### src/rtl/piso_tx.sv
// Parallel-in serial-out frame transmitter: start bit, WIDTH data bits LSB first, stop bit.
// Define PISO_TX_PARITY_EN to insert an even-parity bit between the data bits and the stop bit.
module piso_tx #(
  parameter int WIDTH = 8
) (
  input  logic             clk_i,
  input  logic             rst_i,
  input  logic             load_i,
  input  logic [WIDTH-1:0] din_i,
  output logic             sout_o,
  output logic             busy_o,
  output logic             done_o
);

  localparam int CNT_W = (WIDTH > 1) ? $clog2(WIDTH) : 1;
  localparam logic [CNT_W-1:0] LAST_BIT = CNT_W'(WIDTH - 1);

`ifdef PISO_TX_PARITY_EN
  typedef enum logic [2:0] {IDLE, START, DATA, PARITY, STOP} state_t;
`else
  typedef enum logic [1:0] {IDLE, START, DATA, STOP} state_t;
`endif

  state_t           state_q;
  logic [WIDTH-1:0] shift_q;
  logic [CNT_W-1:0] cnt_q;
  logic             sout_q;
  logic             busy_q;
  logic             done_q;
`ifdef PISO_TX_PARITY_EN
  logic             par_q;
`endif

  // Outputs are set one state ahead, so each state's line value is already in a flop.
  always_ff @(posedge clk_i or posedge rst_i) begin
    if (rst_i) begin
      state_q <= IDLE;
      shift_q <= '0;
      cnt_q   <= '0;
      sout_q  <= 1'b1;
      busy_q  <= 1'b0;
      done_q  <= 1'b0;
`ifdef PISO_TX_PARITY_EN
      par_q   <= 1'b0;
`endif
    end else begin
      case (state_q)
        IDLE: begin
          sout_q <= 1'b1;
          busy_q <= 1'b0;
          done_q <= 1'b0;
          if (load_i) begin
            shift_q <= din_i;
            cnt_q   <= '0;
            sout_q  <= 1'b0;
            busy_q  <= 1'b1;
            state_q <= START;
`ifdef PISO_TX_PARITY_EN
            par_q   <= ^din_i;
`endif
          end
        end
        START: begin
          sout_q  <= shift_q[0];
          shift_q <= {1'b0, shift_q[WIDTH-1:1]};
          cnt_q   <= '0;
          state_q <= DATA;
        end
        DATA: begin
          if (cnt_q == LAST_BIT) begin
`ifdef PISO_TX_PARITY_EN
            sout_q  <= par_q;
            state_q <= PARITY;
`else
            sout_q  <= 1'b1;
            done_q  <= 1'b1;
            state_q <= STOP;
`endif
          end else begin
            cnt_q   <= cnt_q + 1'b1;
            sout_q  <= shift_q[0];
            shift_q <= {1'b0, shift_q[WIDTH-1:1]};
          end
        end
`ifdef PISO_TX_PARITY_EN
        PARITY: begin
          sout_q  <= 1'b1;
          done_q  <= 1'b1;
          state_q <= STOP;
        end
`endif
        STOP: begin
          sout_q  <= 1'b1;
          busy_q  <= 1'b0;
          done_q  <= 1'b0;
          state_q <= IDLE;
        end
        default: begin
          sout_q  <= 1'b1;
          busy_q  <= 1'b0;
          done_q  <= 1'b0;
          state_q <= IDLE;
        end
      endcase
    end
  end

  assign sout_o = sout_q;
  assign busy_o = busy_q;
  assign done_o = done_q;

endmodule

### config.mk
export PLATFORM = sky130hd
export DESIGN_NAME = piso_tx
export DESIGN_NICKNAME = d
export VERILOG_FILES = /design/src/rtl/piso_tx.sv
export SDC_FILE = /design/constraint.sdc
export NUM_CORES = 1
export LEC_CHECK = 0
export CORE_MARGIN = 2
export CORE_UTILIZATION = 49
export CTS_BUF_LIST = sky130_fd_sc_hd__clkbuf_8
export DETAILED_ROUTE_END_ITERATION = 16
export PLACE_DENSITY_LB_ADDON = 0.05
export SLEW_MARGIN = 20
export SYNTH_ARGS = -nofsm -noshare
export SYNTH_HDL_FRONTEND = slang
export SYNTH_SLANG_ARGS = --single-unit
### constraint.sdc
create_clock -name clk_i -period 1.5 [get_ports clk_i]
set_input_delay 0.3 -clock clk_i [delete_from_list [all_inputs] [get_ports clk_i]]
set_output_delay 0.3 -clock clk_i [all_outputs]
set_load 0.005 [all_outputs]
Word-level counts from Yosys, hierarchy flattened
Cells that the tools add are included.
{"block": "classes", "n_addsub": 1, "eq_ne": 7, "muxes": 16, "reduce_logical": 8}
{"cell": "8-bit one-hot mux with 3 select lines", "n": 1}
{"cell": "8-bit 2-to-1 mux", "n": 2}
{"cell": "3-bit one-hot mux with 3 select lines", "n": 1}
{"cell": "2-bit one-hot mux with 4 select lines", "n": 1}
{"cell": "3-bit 2-to-1 mux", "n": 2}
{"cell": "2-bit inequality test, second input constant", "n": 3}
{"cell": "2-bit == test, second input constant", "n": 2}
{"cell": "1-bit 2-to-1 mux", "n": 4}
{"cell": "2-bit 2-to-1 mux", "n": 2}
{"cell": "1-bit one-hot mux with 2 select lines", "n": 2}
{"cell": "1-bit one-hot mux with 4 select lines", "n": 1}
{"cell": "2-bit AND reduction", "n": 2}
{"cell": "2-bit nonzero test", "n": 2}
{"cell": "3-bit by 1-bit adder with 3-bit output, second input constant", "n": 1}
{"cell": "3-bit == test, second input constant", "n": 1}
{"cell": "3-bit AND reduction", "n": 1}
{"cell": "3-bit nonzero test", "n": 1}
{"cell": "2-bit by 1-bit == test with 1-bit output, second input constant", "n": 1}
{"cell": "2-bit zero test", "n": 1}
{"cell": "2-bit OR reduction", "n": 1}
{"block": "word_totals", "register_bits": 16, "in_bits": 11, "output_inout_bits": 3, "wordCells": 38}

Depth between registers and ports, before layout
{"block": "logic_depth", "word_depth": 4, "ltp_mapped": 6}

Worst setup path after synthesis
No wires, ideal clock.
{"block": "synth_timing", "path_kind": "register -> register", "start": "reg state_q[0]", "end": "reg shift_q[0]", "setup_ns": 0.125, "arrival_time_ns": 1.560, "required_time_ns": 1.375, "slack_ns": -0.185, "stages_incl_launch_ff": 6, "n_path_buf": 1, "period_less_slack_ns": 1.685, "path_cell_list": "dfrtp_1 -> inv_1 -> ha_1 -> buf_2 -> mux2_2 -> mux2_4"}
{"block": "synth_between", "elab_chain_cells": 3, "elab_cells_between_ends": 8, "cone_classes": "4 x eq/ne; 1 x mux; 3 x reduce/logical"}
{"element": "start: declaration", "line_no": "24", "source": "state_t state_q;"}
{"element": "start signal: assignment", "line_no": "37", "source": "state_q <= IDLE;"}
{"element": "start signal: assignment", "line_no": "57", "source": "state_q <= START;"}
{"element": "start signal: assignment", "line_no": "67", "source": "state_q <= DATA;"}
{"element": "2-bit == test, or another cell as far along", "line_no": "47", "source": "case (state_q)"}
{"element": "2-bit inequality test (no source line) or 3-bit nonzero test (tied branches)"}
{"element": "3-bit AND reduction (no source line)"}
{"element": "end signal: assignment", "line_no": "53", "source": "shift_q <= din_i;"}
{"element": "end signal: assignment", "line_no": "65", "source": "shift_q <= {1'b0, shift_q[WIDTH-1:1]};"}
{"element": "end signal: assignment", "line_no": "82", "source": "shift_q <= {1'b0, shift_q[WIDTH-1:1]};"}
{"element": "end: declaration", "line_no": "25", "source": "logic [WIDTH-1:0] shift_q;"}
Parallel ways exist; a longest one is shown, timed or not.
A chain may end at the register's enable or synchronous reset.

Final worst setup path
{"block": "layout_timing", "start": "reg state_q[0]", "end": "reg shift_q[4]"}
The elaborated chain is that of the path after synthesis.

==> impl_metrics.yaml <==
worst_hold_path:
  hold_path_class: "input port to asynchronous set/reset pin"
yosys:
  ys_ff_latch: 16
  ys_top_cells_by_count: "dfrtp_1, mux2_4, ha_1, mux2_2, inv_1"
  seq_area_frac_synth_pct: 45.5
  synth_fp_nets: 86
  yosysTopAreaCell: "dfrtp_1"
  synth_area_um2: 882
  synth-edff-count: 0
  ys_types: 21
  synthCells: 68
  syn-mean-instance-area_um2: 13.0
  synth_area_leaders: "dfrtp_1, mux2_4, ha_1"
  yosys_warnings: 0
  synth_most_common_cell: "dfrtp_1"
  async_reset_ff_share_pct: 100
  synth_flop_cell: "dfrtp_1"
  synth_top_area_share_pct: 42.6
timing:
  rsz0062_at_grt: "yes"
  finalHoldViolCount: 0
  worst_pin_slew_ns: 0.284
  fin_ws_ns: -0.158
  whs_ns: 0.357
  finalMaxSlewViolations: 0
  fin_crit_ns: 1.66
  skew_ns: 0.000675
  setup_violations: 11
  max-slew-margin-rel_pct: 81.1
  fmax_ghz: 0.603
  fin_crit_sh_pct: 111
detailed_routing:
  first_iter_violations: 7
  met3WireLength_um: 43
  via_count: 588
  drtPass1Iterations: 2
  drc: 0
  routedWlPerCell_um: 14.4
  viasPerCell: 4.63
  wirelength_mm: 1.82
  dr_wl_met2_um: 922
  drtAntennaViolNets: 0
  wl_met1_um: 858
  top_layer: "met3"
layout:
  regArea_um2: 403
  drive_above_1_share_pct: 51.0
  fin_area_mm2: 0.00133
  final_util_pct: 78.0
  finalNetCount: 121
  syn2layout_area_growth_pct: 51.1
  multi_input_area_um2: 526
  nFillCells: 102
  diodes: 0
grt:
  antenna_found_initial: 0
  grt_pass1_vias: 608
  grt_pass1_wl_mm: 2.86
  grt_use_total_pct: 19.2
  grt_start_max_net_pins: 17
  grt-ovfl-total: 0
run_status:
  status: "finished with violations"
  violations: "negative setup slack"
place:
  place_area_mm2: 0.00117
  dp_hpwl_mm: 1.19
  dp_slack_ns: -0.222
  finalWeightedCongestion: 0.745
  port-buffer-count: 13
cts:
  cts_tree: "yes"
  clockRootBuffer: "clkbuf_8"
  cts_num_sinks: 16
  cts-htree-levels: 1
  clkTransAtPathRegs_ns: 0.06
  clock_latency_ns: 0.24
  cts_inserted_buffers: 3
  cts_hold_buf: 0
  cts_buffer_depth: 2
floorplan:
  die_area_mm2: 0.00216
  die_h_um: 46.4
  core_mm2: 0.00171
  rows: 15
  dieWidth_um: 46.4
  ios: 14
  initial_utilization_pct: 51.6
critical_path:
  crit_type: "flip-flop to flip-flop"
  start_kind: "flip-flop"
  cp_data_required_time_ns: 1.63
  cp.arrival_ns: 1.79
  crit_fanout: 11
  end_kind: "flip-flop"
power_and_ir_drop:
  power_density_mw_per_mm2: 2300
  ir_drop_mv: 1.22
  p_leak_nw: 0.614
flow_run:
  max-cap-violations: 0
==> cell usage in the layout (no fill, tap or decap), drive strengths merged <==
master / instances
a2111oi: 1
clkdlybuf4s50: 12
mux2: 17
o21a: 1
nand2b: 1
ha: 7
clkbuf: 4
nor2: 1
nand3: 1
a21oi: 1
nor2b: 4
nand2: 4
a211o: 1
dfstp: 1
o21ai: 2
inv: 5
dlygate4sd2: 1
dfrtp: 15
mux2i: 2
buf: 20
o32a: 1
==> registers in the layout (all words and copies together) (netlist names) <==
| name | flops |
|---|---|
| state_q | 2 |
| done_o | 1 |
| cnt_q | 3 |
| busy_o | 1 |
| shift_q | 8 |
| sout_o | 1 |
==> repair_timing <==
action | CTS | global route
endpoints found under the hold margin | 0 | 0
resized for setup | 6 | 8
buffers inserted | 3 | 4
endpoints found under the setup margin | 14 | 14
pin swaps | 1 | 2
==> power breakdown <==
group	leakage (nW)	internal, W	switching [W]
registers	0.196	0.000648	0.000129
clock network	0.0288	0.000232	0.000144
logic	0.390	0.00122	0.000696
total	0.614	0.00210	0.000969
==> critical path: stages (launching register included) <==
cell     delay [ns]
dfrtp_1        0.38
inv_2          0.09
ha_4           0.16
nor2b_1        0.14
a211o_1        0.32
buf_12         0.17
mux2_4         0.29
==> per-stage QoR <==
step	setup TNS, ns	power (W)	cells
floorplan	-0.730	0.00196	68
global placement	-1.67	0.00236	116
detailed placement	-2.10	0.00242	116
CTS	-1.20	0.00290	123
global route	-2.10	0.00329	127
finish	-1.49	0.00307	127
==> metal layers <==
| metal | vias to the layer above | track usage (%) |
|---|---|---|
| li1 | 298 | - |
| met1 | 282 | 27.2 |
| met2 | 8 | 30.8 |
| met3 | 0 | 3.53 |
| met4 | 0 | 3.43 |
| met5 | - | 0 |
==> area by class of cell <==
class / instances / share of cell area, %
sequential: 16 / 30.2
clock buffer: 4 / 4.13
multi-input combinational: 44 / 39.4
inverter: 5 / 1.41
tap: 25 / 2.35
timing repair buffer: 33 / 22.4
==> kinds of logic after synthesis <==
| logic type | synth area share, % |
|---|---|
| mux | 27.4 |
| flops | 45.5 |
| simple gates | 6.24 |
| buf+inv | 5.25 |
| compound gates | 5.67 |
| fa+ha+maj | 9.93 |
==> final timing paths <==
check	from	to	slack, ns	depth (start not counted)
max in group asynchronous	rst_i	sout_o	0.90	3
max reg2reg	state_q[0]	shift_q[4]	-0.16	6
min in group clk_i	done_o	done_o	0.51	2
max	state_q[0]	shift_q[4]	-0.16	6
min reg2reg	done_o	done_o	0.51	2
min	rst_i	busy_o	0.36	3
No activity file was read; power rests on OpenSTA's default activity.
